`src/rtl/alu_exec_unit.sv`:
```
// 24-bit EX-stage ALU: single-cycle logic/arith/shift ops plus an iterative shift-add MUL.
// Optional: define MUL_EARLY_TERM_EN to end MUL as soon as the remaining multiplier is zero.
module alu_exec_unit #(
   parameter int WIDTH   = 24,
   parameter int SHAMT_W = 5
) (
   input  logic             Clock,
   input  logic             Reset,
   input  logic             Start,
   input  logic [2:0]       Operation,
   input  logic             Bnegate,
   input  logic [WIDTH-1:0] A,
   input  logic [WIDTH-1:0] B,
   output logic             Busy,
   output logic             Done,
   output logic [WIDTH-1:0] Result,
   output logic             Zero,
   output logic             Overflow
);

   localparam int CNT_W = $clog2(WIDTH);

   localparam logic [2:0] OP_AND = 3'b000;
   localparam logic [2:0] OP_OR  = 3'b001;
   localparam logic [2:0] OP_ADD = 3'b010;
   localparam logic [2:0] OP_SLT = 3'b011;
   localparam logic [2:0] OP_MUL = 3'b100;
   localparam logic [2:0] OP_XOR = 3'b101;
   localparam logic [2:0] OP_SLL = 3'b110;

   typedef enum logic {S_IDLE, S_MUL} state_t;

   state_t               r_state, w_state_nxt;
   logic [WIDTH-1:0]     r_mcand, r_mplier, r_result;
   logic [2*WIDTH-1:0]   r_acc;
   logic [CNT_W-1:0]     r_cnt;
   logic                 r_done, r_zero, r_ovf;

   logic [WIDTH-1:0]     w_bop, w_sum, w_diff, w_sll, w_mplier_nxt, w_res_nxt;
   logic [SHAMT_W-1:0]   w_shamt;
   logic                 w_slt, w_add_ovf, w_ovf_nxt, w_complete, w_mul_load, w_mul_step, w_mul_last;
   logic [2*WIDTH-1:0]   w_addend, w_acc_nxt;

   // Single-cycle datapath
   assign w_bop     = Bnegate ? ~B : B;
   assign w_sum     = A + w_bop + {{(WIDTH-1){1'b0}}, Bnegate};
   assign w_add_ovf = (A[WIDTH-1] == w_bop[WIDTH-1]) && (w_sum[WIDTH-1] != A[WIDTH-1]);
   assign w_diff    = A - B;
   // Differing signs decide SLT directly, so the subtraction can never overflow the answer.
   assign w_slt     = (A[WIDTH-1] ^ B[WIDTH-1]) ? A[WIDTH-1] : w_diff[WIDTH-1];
   assign w_shamt   = B[SHAMT_W-1:0];
   assign w_sll     = (int'(w_shamt) >= WIDTH) ? '0 : (A << w_shamt);

   // One shift-add step of the multiplier
   assign w_addend     = r_mplier[0] ? ({{WIDTH{1'b0}}, r_mcand} << r_cnt) : '0;
   assign w_acc_nxt    = r_acc + w_addend;
   assign w_mplier_nxt = r_mplier >> 1;
`ifdef MUL_EARLY_TERM_EN
   assign w_mul_last   = (w_mplier_nxt == '0);
`else
   assign w_mul_last   = (r_cnt == CNT_W'(WIDTH-1));
`endif

   always_comb begin
      w_state_nxt = r_state;
      w_complete  = 1'b0;
      w_mul_load  = 1'b0;
      w_mul_step  = 1'b0;
      w_res_nxt   = '0;
      w_ovf_nxt   = 1'b0;
      case (r_state)
         S_IDLE: begin
            if (Start) begin
               if (Operation == OP_MUL) begin
                  w_mul_load  = 1'b1;
                  w_state_nxt = S_MUL;
               end else begin
                  w_complete = 1'b1;
                  case (Operation)
                     OP_AND:  w_res_nxt = A & B;
                     OP_OR:   w_res_nxt = A | B;
                     OP_ADD: begin
                        w_res_nxt = w_sum;
                        w_ovf_nxt = w_add_ovf;
                     end
                     OP_SLT:  w_res_nxt = {{(WIDTH-1){1'b0}}, w_slt};
                     OP_XOR:  w_res_nxt = A ^ B;
                     OP_SLL:  w_res_nxt = w_sll;
                     default: w_res_nxt = '0;
                  endcase
               end
            end
         end
         S_MUL: begin
            w_mul_step = 1'b1;
            if (w_mul_last) begin
               w_complete  = 1'b1;
               w_res_nxt   = w_acc_nxt[WIDTH-1:0];
               w_ovf_nxt   = |w_acc_nxt[2*WIDTH-1:WIDTH];
               w_state_nxt = S_IDLE;
            end
         end
         default: w_state_nxt = S_IDLE;
      endcase
   end

   always_ff @(posedge Clock or posedge Reset) begin
      if (Reset) r_state <= S_IDLE;
      else       r_state <= w_state_nxt;
   end

   always_ff @(posedge Clock or posedge Reset) begin
      if (Reset) begin
         r_done   <= 1'b0;
         r_result <= '0;
         r_zero   <= 1'b1;
         r_ovf    <= 1'b0;
         r_mcand  <= '0;
         r_mplier <= '0;
         r_acc    <= '0;
         r_cnt    <= '0;
      end else begin
         r_done <= w_complete;
         if (w_complete) begin
            r_result <= w_res_nxt;
            r_zero   <= (w_res_nxt == '0);
            r_ovf    <= w_ovf_nxt;
         end
         if (w_mul_load) begin
            r_mcand  <= A;
            r_mplier <= B;
            r_acc    <= '0;
            r_cnt    <= '0;
         end else if (w_mul_step) begin
            r_acc    <= w_acc_nxt;
            r_mplier <= w_mplier_nxt;
            r_cnt    <= r_cnt + 1'b1;
         end
      end
   end

   assign Busy     = (r_state == S_MUL);
   assign Done     = r_done;
   assign Result   = r_result;
   assign Zero     = r_zero;
   assign Overflow = r_ovf;

endmodule

```
`config.mk`:
```
export PLATFORM = sky130hd
export DESIGN_NAME = alu_exec_unit
export DESIGN_NICKNAME = d
export VERILOG_FILES = /design/src/rtl/alu_exec_unit.sv
export SDC_FILE = /design/constraint.sdc
export NUM_CORES = 1
export LEC_CHECK = 0
export BUFFER_PORTS_ARGS = -buffer_cell sky130_fd_sc_hd__buf_4
export CORE_UTILIZATION = 58
export CTS_BUF_LIST = sky130_fd_sc_hd__clkbuf_16
export DETAILED_ROUTE_END_ITERATION = 10
export GPL_ROUTABILITY_DRIVEN = 0
export PLACE_DENSITY = 0.78
export SKIP_LAST_GASP = 1
export SLEW_MARGIN = 10
export SYNTH_ARGS = -nofsm -noshare
export SYNTH_HDL_FRONTEND = slang
export SYNTH_SLANG_ARGS = --single-unit
```
`constraint.sdc`:
```
create_clock -name Clock -period 8.2 [get_ports Clock]
set_clock_uncertainty 0.15 [all_clocks]
set_input_delay 1.64 -clock Clock [delete_from_list [all_inputs] [get_ports Clock]]
set_output_delay 1.64 -clock Clock [all_outputs]
set_load 0.02 [all_outputs]
```
==> impl_results.md <==
- PwrDens: 283 mW/mm²
- Worst r2r dst: Overflow$_DFFE_PP0P_
- DRC Markers: 0
- Die span in x: 159 µm
- Later-pin clock latency in the skew report: 450 ps
- Max_cap viols: 0
- Yosys reg bits: 129
- Ys flop type: dfrtp_1
- Max-slew headroom: 0.349
- CTS Buf Count: 17
- Most common cell in the netlist: nand2_1
- Sequential area share after synthesis: 0.226
- Max Slew Vio Count: 0
- Synthesized Nets: 2059
- ANT nets after route: 0
- Final Cycle Share: 0.770
- Boundary pin count: 83
- Run status: complete, no violations
- Setup_tns: 0 ps
- Top post-synthesis cells by count: nand2_1, o21ai_0, a21oi_1, nor2_1, ha_1
- Starting Density: 0.589
- Critical path arrival: 6520 ps
- Post-Syn Area: 0.0143 mm²
- Post-CTS Setup Bufs: 0
- Cells after Synth: 1859
- Total of warnings raised by yosys: 0
- Ys async rst share: 1.00
- N_diodes: 0
- Worst reg2reg path startpoint: r_cnt[2]$_DFFE_PP0P_
- Max VDD drop: 0.150 mV
- Setup crit end kind: flop
- Post-route minimum period: 6320 ps
- Synth area leaders: dfrtp_1, ha_1, nand2_1, mux2i_1, o21ai_0
- Resize count post-CTS: 0
- Vias in the first global route: 13713
- CTS hold repair buffers: 0
- Pin count of the biggest net entering global routing: 72
- Worst endpoint required time: 8400 ps
- Setup CP Type: in -> reg
- Worst Reg-to-Reg Cells: 15
- Wirelength per Cell: 21.5 µm
- Total power draw: 4.42 mW
- CP max FO: 30
- DRT Pass-1 Iters: 8
- Avg Inst Size Synth: 7.69 µm²
- Dominant cell type by area after synthesis: dfrtp_1
- Worst Setup SP: B[2]
- Final hold viol count: 0
- Clock tree sinks: 129
- Synth-to-layout area growth: 9.27%
- Util after Layout: 0.644
- Port Buffers: 82
- Core Box Area: 0.0242 mm²
- Global route overflow: 0
- Die H: 159 µm
- Slew @ Worst Pin: 976 ps
- Deepest clock path buffer count: 2
- Setup violators final: 0
- Min-Delay Path Class: reg -> reg
- Total Wirelength: 47400 µm
- Fillers: 2066
- H-tree depth: 4
- Placement Rows: 57
- Startpoint types: input port
- Global-route wire length before repair: 74400 µm
- Reg2reg setup slack: 2000 ps
- Leakage: 7.24 nW
- Vias: 14493
- Root Buffer: clkbuf_16
- Critical Path End: Zero$_DFFE_PP1P_
- Layout Nets: 2069
- Total track usage: 0.376
- Fmax: 0.158 GHz
- Top-area cell type share of the netlist area: 0.224
- Via/cell ratio: 6.57
- HPWL after DPL: 35600 µm
- Distinct cell type count after synthesis: 83
- Layout cell share with drive strength beyond 1: 0.0940
- Clock transition at the registers of the reported paths: 60 ps
- RSZ-0062 raised after global routing: no
- Initial antenna violation count: 0
- Area of the die: 0.0253 mm²
- Post-synth EDFFs: 0
- 1st-iter DRT viols: 1975
- CTS tree: yes
-- flip-flops by register name, indices dropped and copies added (netlist names) --
signal    cells
Busy          1
Done          1
Overflow      1
Result       24
Zero          1
r_acc        48
r_cnt         5
r_mcand      24
r_mplier     24
-- routing by layer --
layer / global-route usage / part of all wire
met1: 0.457 / 0.38
met2: 0.589 / 0.44
met3: 0.0755 / 0.093
met4: 0.289 / 0.083
met5: 0 / 0
-- worst min path at each step --
stage,depth (start not counted),start,endpoint
after floorplan,2,r_mplier[11]$_DFFE_PP0P_,r_mplier[10]$_DFFE_PP0P_
after global placement,2,r_mplier[23]$_DFFE_PP0P_,r_mplier[22]$_DFFE_PP0P_
after detailed placement,2,r_mplier[12]$_DFFE_PP0P_,r_mplier[11]$_DFFE_PP0P_
after CTS,2,Zero$_DFFE_PP1P_,Zero$_DFFE_PP1P_
after global routing,1,Result[4]$_DFFE_PP0P_,Result[4]$_DFFE_PP0P_
final,2,Zero$_DFFE_PP1P_,Zero$_DFFE_PP1P_
-- cell usage in the layout (no fill, tap or decap), drive strengths merged, types with 21 or more instances in the layout --
master and n:
nand3 40, xnor2 35, mux4 22, a21oi 152, a21o 25, buf 94, nor2 146, o22ai 29
mux2i 88, inv 98, nand2 284, o21ai 187, xor2 46, dfrtp 128, ha 142, a211oi 30
nor3 25, nand4 21
-- final cells by class --
| type | count | area (µm²) | share of cell area |
|---|---|---|---|
| multi-input cells | 1526 | 10300 | 0.659 |
| flip-flops and latches | 129 | 3230 | 0.207 |
| repair buffers | 94 | 706 | 0.0452 |
| clock buffers | 17 | 425 | 0.0272 |
| well taps | 324 | 405 | 0.0260 |
| inverters | 101 | 384 | 0.0246 |
| clock inverters | 15 | 169 | 0.0108 |
-- stage by stage --
step / hold slack (ps) / cells / setup WS [ps] / cell area (µm²)
finish: 330 / 2206 / 1880 / 15600
global route: 349 / 2206 / 1620 / 15600
CTS: 329 / 2206 / 1990 / 15600
detailed placement: 320 / 2174 / 1580 / 15000
global placement: 317 / 2174 / 1780 / 15000
floorplan: 299 / 1859 / 1920 / 14300
-- logic make-up (layout without fill, tap and decap cells) --
| family | count (synthesis) | in the layout | share of synthesized area |
|---|---|---|---|
| compound gates | 566 | 566 | 0.245 |
| xor+xnor | 81 | 81 | 0.0496 |
| fa+ha+maj | 145 | 145 | 0.129 |
| buf+inv | 204 | 227 | 0.0540 |
| flops | 129 | 129 | 0.226 |
| mux | 127 | 127 | 0.110 |
| simple gates | 607 | 607 | 0.187 |
-- where the power goes --
group          leakage [nW]  switching, mW  internal [mW]
registers              1.66          0.244          0.892
clock network         0.289          0.324          0.475
logic                  5.29           1.55          0.932
-- critical path, stage by stage --
cell and delay, ps:
buf_4 280, clkinv_1 490, ha_1 480, inv_1 60, a21oi_1 60, o21bai_1 150, a21oi_1 90, nor2_1 100
nor2_1 60, nor2_1 90, o2111ai_1 120, a311o_1 380, a21oi_1 180, o211ai_1 140, fa_1 420, nor2b_1 120
o311ai_0 130, o211ai_1 150, o211ai_1 190, nor2_1 160, nand2_1 60, nor4_1 220, nand4_1 130, nor4_1 230
nand4_1 120, o31ai_1 260
Power figures use the tool's default switching activity.
